## src/rtl/fp_round_scheduler.sv

```systemverilog
// Round-robin front end for a single shared FP add/normalise/round datapath.
// One operand pair is in flight at a time; the owner gets a one-cycle ack with the rounded result.
module fp_round_scheduler #(
  parameter int NREQ    = 4,
  parameter int W       = 32,
  parameter int TIMEOUT = 8
) (
  input  logic              Clock,
  input  logic              Reset,
  input  logic [NREQ-1:0]   req,
  input  logic [NREQ*W-1:0] opA,
  input  logic [NREQ*W-1:0] opB,
  output logic [NREQ-1:0]   ack,
  output logic [W-1:0]      result,
  output logic              err,
  output logic [W-1:0]      dp_opA,
  output logic [W-1:0]      dp_opB,
  output logic              dp_validIn,
  output logic              dp_clear,
  input  logic              dp_valid,
  input  logic [W-1:0]      dp_result,
  input  logic              dp_invalid
);

  localparam int PW = (NREQ > 1) ? $clog2(NREQ) : 1;
  localparam int TW = $clog2(TIMEOUT + 1);

  typedef enum logic [1:0] {
    S_IDLE  = 2'd0,
    S_ISSUE = 2'd1,
    S_WAIT  = 2'd2,
    S_ACK   = 2'd3
  } state_t;

  state_t          state_q, state_d;
  logic [PW-1:0]   rr_ptr_q, rr_ptr_d;
  logic [PW-1:0]   owner_q, owner_d;
  logic [TW-1:0]   timer_q, timer_d;
  logic            err_sticky_q, err_sticky_d;
  logic [NREQ-1:0] ack_q, ack_d;
  logic [W-1:0]    result_q, result_d;
  logic            err_q, err_d;
  logic [W-1:0]    dp_opa_q, dp_opa_d;
  logic [W-1:0]    dp_opb_q, dp_opb_d;
  logic            dp_valid_in_q, dp_valid_in_d;
  logic            dp_clear_q, dp_clear_d;

  logic            grant_found_s;
  logic [PW-1:0]   grant_idx_s;
  logic [PW:0]     cand_s;
  logic [W-1:0]    sel_a_s, sel_b_s;
  logic [NREQ-1:0] owner_onehot_s;

  // First requesting index at or above rr_ptr, wrapping past NREQ-1
  always_comb begin
    grant_found_s = 1'b0;
    grant_idx_s   = '0;
    cand_s        = '0;
    for (int i = 0; i < NREQ; i++) begin
      cand_s = {1'b0, rr_ptr_q} + (PW+1)'(i);
      if (cand_s >= (PW+1)'(NREQ)) begin
        cand_s = cand_s - (PW+1)'(NREQ);
      end else begin
        cand_s = cand_s;
      end
      if (!grant_found_s && req[cand_s[PW-1:0]]) begin
        grant_found_s = 1'b1;
        grant_idx_s   = cand_s[PW-1:0];
      end else begin
        grant_found_s = grant_found_s;
      end
    end
  end

  // Operand slice of the winning requester and one-hot of the current owner
  always_comb begin
    sel_a_s        = '0;
    sel_b_s        = '0;
    owner_onehot_s = '0;
    for (int i = 0; i < NREQ; i++) begin
      if (grant_idx_s == PW'(i)) begin
        sel_a_s = opA[i*W +: W];
        sel_b_s = opB[i*W +: W];
      end else begin
        sel_a_s = sel_a_s;
      end
      owner_onehot_s[i] = (owner_q == PW'(i));
    end
  end

  // Transaction FSM next-state and registered-output logic
  always_comb begin
    state_d       = state_q;
    rr_ptr_d      = rr_ptr_q;
    owner_d       = owner_q;
    timer_d       = timer_q;
    err_sticky_d  = err_sticky_q;
    ack_d         = '0;
    result_d      = result_q;
    err_d         = 1'b0;
    dp_opa_d      = dp_opa_q;
    dp_opb_d      = dp_opb_q;
    dp_valid_in_d = dp_valid_in_q;
    dp_clear_d    = 1'b0;

    case (state_q)
      S_IDLE: begin
        if (grant_found_s) begin
          owner_d  = grant_idx_s;
          dp_opa_d = sel_a_s;
          dp_opb_d = sel_b_s;
          if (grant_idx_s == PW'(NREQ - 1)) begin
            rr_ptr_d = '0;
          end else begin
            rr_ptr_d = grant_idx_s + PW'(1);
          end
          state_d = S_ISSUE;
        end else begin
          state_d = S_IDLE;
        end
      end

      S_ISSUE: begin
        dp_valid_in_d = 1'b1;
        timer_d       = '0;
        state_d       = S_WAIT;
      end

      S_WAIT: begin
        timer_d      = timer_q + TW'(1);
        err_sticky_d = err_sticky_q | dp_invalid;
        // A valid on the last permitted cycle still counts as a real result
        if (dp_valid) begin
          result_d      = dp_result;
          ack_d         = owner_onehot_s;
          err_d         = err_sticky_q | dp_invalid;
          dp_valid_in_d = 1'b0;
          dp_clear_d    = 1'b1;
          state_d       = S_ACK;
        end else if (timer_q == TW'(TIMEOUT - 1)) begin
          result_d      = '0;
          err_sticky_d  = 1'b1;
          ack_d         = owner_onehot_s;
          err_d         = 1'b1;
          dp_valid_in_d = 1'b0;
          dp_clear_d    = 1'b1;
          state_d       = S_ACK;
        end else begin
          state_d = S_WAIT;
        end
      end

      S_ACK: begin
        err_sticky_d = 1'b0;
        state_d      = S_IDLE;
      end

      default: begin
        state_d       = S_IDLE;
        dp_valid_in_d = 1'b0;
      end
    endcase
  end

  // State and output registers, synchronous reset drops any transaction in flight
  always_ff @(posedge Clock) begin
    if (Reset) begin
      state_q       <= S_IDLE;
      rr_ptr_q      <= '0;
      owner_q       <= '0;
      timer_q       <= '0;
      err_sticky_q  <= 1'b0;
      ack_q         <= '0;
      result_q      <= '0;
      err_q         <= 1'b0;
      dp_opa_q      <= '0;
      dp_opb_q      <= '0;
      dp_valid_in_q <= 1'b0;
      dp_clear_q    <= 1'b0;
    end else begin
      state_q       <= state_d;
      rr_ptr_q      <= rr_ptr_d;
      owner_q       <= owner_d;
      timer_q       <= timer_d;
      err_sticky_q  <= err_sticky_d;
      ack_q         <= ack_d;
      result_q      <= result_d;
      err_q         <= err_d;
      dp_opa_q      <= dp_opa_d;
      dp_opb_q      <= dp_opb_d;
      dp_valid_in_q <= dp_valid_in_d;
      dp_clear_q    <= dp_clear_d;
    end
  end

  assign ack        = ack_q;
  assign result     = result_q;
  assign err        = err_q;
  assign dp_opA     = dp_opa_q;
  assign dp_opB     = dp_opb_q;
  assign dp_validIn = dp_valid_in_q;
  assign dp_clear   = dp_clear_q;

endmodule

```

## config.mk

```make
export PLATFORM = sky130hd
export DESIGN_NAME = fp_round_scheduler
export DESIGN_NICKNAME = d
export VERILOG_FILES = /design/src/rtl/fp_round_scheduler.sv
export SDC_FILE = /design/constraint.sdc
export NUM_CORES = 1
export LEC_CHECK = 0
export ABC_AREA = 1
export CAP_MARGIN = 20
export CORE_AREA = 2 2 154 156
export CTS_BUF_LIST = sky130_fd_sc_hd__clkbuf_16
export DETAILED_ROUTE_END_ITERATION = 8
export DIE_AREA = 0 0 156 158
export SLEW_MARGIN = 10
export SYNTH_ARGS = -nofsm -noshare
export SYNTH_HDL_FRONTEND = slang
export SYNTH_SLANG_ARGS = --single-unit
```

## constraint.sdc

```tcl
create_clock -name Clock -period 2.8 [get_ports Clock]
set_clock_uncertainty 0.15 [all_clocks]
set_input_delay 0.42 -clock Clock [delete_from_list [all_inputs] [get_ports Clock]]
set_output_delay 0.42 -clock Clock [all_outputs]
set_load 0.05 [all_outputs]
```

==> results.py <==
metrics = {
    "place": {
        "place.detailed.hpwl_microns": 20600,
        "dpl-instance-area_sq_um": 10800,
        "portBuffers": 398,
        "dpl_worst_slack_ns": -0.427,
        "finalWeightedCongestion": 0.890,
    },
    "yosys": {
        "flip_flop_and_latch_count_after_synthesis": 114,
        "synth_async_sr_flop_share_pct": 0,
        "synth_mux_area_share_pct": 0,
        "largest_family_of_logic_cells_by_synthesized_area": "simple AND/OR/NAND/NOR gates",
        "synthesis.instances": 1054,
        "synthXorXnorAreaFrac_pct": 0,
        "synthesis.area_per_instance_sq_um": 6.05,
        "netlist-cell-type-count": 27,
        "synth_fp_nets": 1359,
        "synth_area_sq_um": 6370,
        "yosys.area_share.adder_pct": 1.77,
        "synth-compound-area-share_pct": 18.9,
        "synth-warning-count": 0,
        "synth-edff-count": 0,
        "synth-simple-area-share_pct": 36.2,
        "synth.largest_area_cell": "sky130_fd_sc_hd__dfxtp_1",
        "synth_area_leaders": "sky130_fd_sc_hd__dfxtp_1 36%, sky130_fd_sc_hd__nand2_1 23%, sky130_fd_sc_hd__o21ai_0 13%, sky130_fd_sc_hd__nor2_1 8.5%, sky130_fd_sc_hd__a21oi_1 5.5%",
        "synth_top_area_share_pct": 35.8,
        "sequential_to_total_area_share_from_yosys_stat_pct": 35.8,
        "synth_top_flop_cell": "sky130_fd_sc_hd__dfxtp_1",
    },
    "setup_path": {
        "critical_path_class": "reg -> reg",
        "critPathCaptureType": "flop",
        "timing.critical_path.cells": "buf_6 -> nand2_1 -> nand2_1 -> nand2_2 -> nand2_2 -> nor2_4 -> nand3_2 -> nand2_4 -> inv_2 -> ha_4 -> nor2_4 -> buf_6 -> clkbuf_16 -> nand2_1 -> nand2_1 -> o21ai_0 -> nand2_1 -> o21ai_0 -> nand2_1 -> nand2_1 -> nor2_1",
        "timing.reg2reg.worst_path_depth": 21,
        "crit-reg2reg-launch": "rr_ptr_q[0]",
        "cpLargestDelayFamily": "simple AND/OR/NAND/NOR gates",
        "timing.critical_path.fanout_max": 9,
        "crit_buf_inv": 4,
        "cp.arrival_ns": 2.84,
        "peak_per_stage_delay_on_the_critical_path_ns": 0.38,
        "reg2reg_slack_ns": 0.15,
        "worst_ep_required_time_ns": 2.99,
        "worst_path_max_delay_cell": "sky130_fd_sc_hd__dfxtp_4",
        "reg2reg_to": "dp_opA[17]",
        "cell_type_with_the_highest_occurrence_count_on_the_critical_path": "sky130_fd_sc_hd__nand2_1",
        "crit_path_start_kind": "flop",
    },
    "cts": {
        "cts_hold_buf": 0,
        "clock_latency_ns": 0.42,
        "cts-root-to-sink-buffers": 2,
        "tritoncts.num_buffers": 17,
        "cts_num_sinks": 114,
        "clk_pin_slew_ns": 0.06,
        "cts_max_level": 4,
        "tritoncts": "yes",
        "cts_root_buffer": "sky130_fd_sc_hd__clkbuf_16",
    },
    "pwr": {
        "power_density_nw_per_um2": 1540,
        "power_leakage_uw": 0.00519,
        "power_uw": 18200,
        "vdd_ir_max_mv": 0.607,
    },
    "drt": {
        "vias_per_cell": 4.61,
        "drt_first_iter_violations": 398,
        "drt_wl_total_microns": 28400,
        "drc": 0,
        "routed-via-count": 8076,
        "wl_per_cell_microns": 16.2,
        "detailedRoute.firstPassIterationCount": 4,
        "drt.antenna.violating_nets": 0,
    },
    "final_layout": {
        "finish.net_count": 1753,
        "synthToLayoutAreaGrowth_pct": 85.5,
        "sequential_cell_area_sq_um": 2290,
        "stdcell_area_sq_um": 11800,
        "area_taken_by_multi_input_logic_gates_sq_um": 3790,
        "layout_filler_cell_count": 2304,
        "post_route_cells_drive_above_1_share_pct": 9.59,
    },
    "floorplanning": {
        "die_width_microns": 156,
        "fp.coreArea_sq_um": 23100,
        "ios": 399,
        "placementRows": 56,
        "die_h_microns": 158,
        "floorplan.die_area_sq_um": 24600,
        "floorplan.initialDensity_pct": 27.6,
    },
    "timing": {
        "max_freq_ghz": 0.377,
        "finalHoldViolations": 0,
        "hold_ws_ns": 0.321,
        "final.setup.worst_slack_ns": 0.148,
        "tightest_slew_ns": 0.624,
        "period_share_pct": 94.7,
        "rel_slew_slack_pct": 58.3,
        "min_period_ns": 2.65,
        "timing.final.max_slew_violations": 0,
        "report.final.setup_viol": 0,
        "fin_tns_setup_ns": 0,
    },
    "grt": {
        "first_global_vias": 7470,
        "grt.total_usage_pct": 20.7,
        "global_route.overflow_total": 0,
        "antenna_found_initial": 1,
        "grt_start_max_net_pins": 66,
        "grt_pass1_wl_microns": 39600,
    },
    "flow_run": {
        "timing.max_cap.violations": 0,
    },
    "worst_hold_path": {
        "worst_hold_path_startpoint": "owner_q[1]",
        "hold-path-cell-count": 1,
        "whs_endpoint": "ack[1]",
        "min_path_type": "reg -> reg",
    },
    "status": {
        "status": "finished clean",
    },
}
[cells in the final DEF, fill, tap and decap left out, drive strengths merged]
cell type	instances
dfxtp	114
clkinvlp	5
bufinv	2
buf	49
inv	28
nand2	393
a31oi	1
o21ai	165
clkdlybuf4s50	397
a22oi	1
o31ai	1
nor2	145
o22ai	1
dlymetal6s2s	1
a21oi	70
clkinv	6
and3	1
nand3	43
clkbuf	22
nor3	6
ha	9
diode	1
[cell type report]
type | count | area share, %
clock buffers | 17 | 3.60
well taps | 290 | 3.07
inverters | 27 | 0.952
repair buffers | 452 | 39.7
multi-input cells | 836 | 32.1
flip-flops and latches | 114 | 19.4
clock inverters | 14 | 1.21
diodes | 1 | 0.0212
[per-layer routing]
layer / vias to the layer above / share of wire (%) / track usage (%)
met5: - / 0 / 0
met4: 0 / 2.0 / 6.25
met3: 37 / 8.4 / 7.25
met2: 295 / 48 / 36.0
met1: 3567 / 41 / 24.0
li1: 4177 / - / -
[worst reg2reg max path: cells and delay by family (launching register included)]
family          cells  cell delay, ns
compound gates      2            0.18
fa+ha+maj           1            0.19
buf+inv             4            0.53
simple gates       14            1.16
flops               1            0.38
[cells by family after synthesis]
family                   Yosys count
buffers and inverters            104
flip-flops                       114
adder cells (fa/ha/maj)            9
AND/OR/NAND/NOR                  588
AO/OA/AOI/OAI                    239
[stage by stage]
step / utilization [%] / cells
after floorplan: - / 1054
after global placement: 47.0 / 1703
after detailed placement: 47.0 / 1703
after CTS: 49.5 / 1734
after global routing: 51.3 / 1750
final: 51.3 / 1751
[repair_timing]
action | CTS | global route
endpoints found under the setup margin | 54 | 64
resized for setup | 5 | 83
buffers inserted | 0 | 8
pin swaps | 0 | 23
cloned | 0 | 8
[sequential cells by signal, indices dropped and copies added, names as in the netlist]
signal	count
dp_opB	32
err_sticky_q	1
ack	4
dp_validIn	1
owner_q	2
err	1
dp_opA	32
state_q	2
result	32
dp_clear	1
timer_q	4
rr_ptr_q	2
[where the power goes]
part	leakage, uW	total [uW]	internal [uW]	switching (uW)
sequential	0.000939	2400	2140	261
combinational	0.00399	13600	5460	8190
clock	0.000268	2110	1300	810
total	0.00519	18200	8890	9260
[worst max path at each step]
stage                startpoint         end  cells after the start
floorplan           rr_ptr_q[0]  dp_opA[19]                     21
global placement         req[3]   dp_opB[8]                     21
detailed placement       req[3]   dp_opB[8]                     21
CTS                 rr_ptr_q[0]  dp_opA[26]                     20
global route        rr_ptr_q[0]  dp_opB[23]                     21
finish              rr_ptr_q[0]  dp_opA[17]                     21
[cell usage after synthesis (2+ instances only)]
cell type and instances:
sky130_fd_sc_hd__dfxtp_1 114, sky130_fd_sc_hd__inv_2 4, sky130_fd_sc_hd__a21oi_1 70, sky130_fd_sc_hd__nand3_1 42, sky130_fd_sc_hd__buf_4 5, sky130_fd_sc_hd__buf_6 5
sky130_fd_sc_hd__clkbuf_1 44, sky130_fd_sc_hd__ha_1 9, sky130_fd_sc_hd__buf_1 8, sky130_fd_sc_hd__nor2_1 144, sky130_fd_sc_hd__buf_2 15, sky130_fd_sc_hd__o21ai_0 164
sky130_fd_sc_hd__nand2_1 388, sky130_fd_sc_hd__nor3_1 6, sky130_fd_sc_hd__inv_1 21, sky130_fd_sc_hd__nand2_4 2, sky130_fd_sc_hd__nand2_2 3
Power figures use the tool's default switching activity.
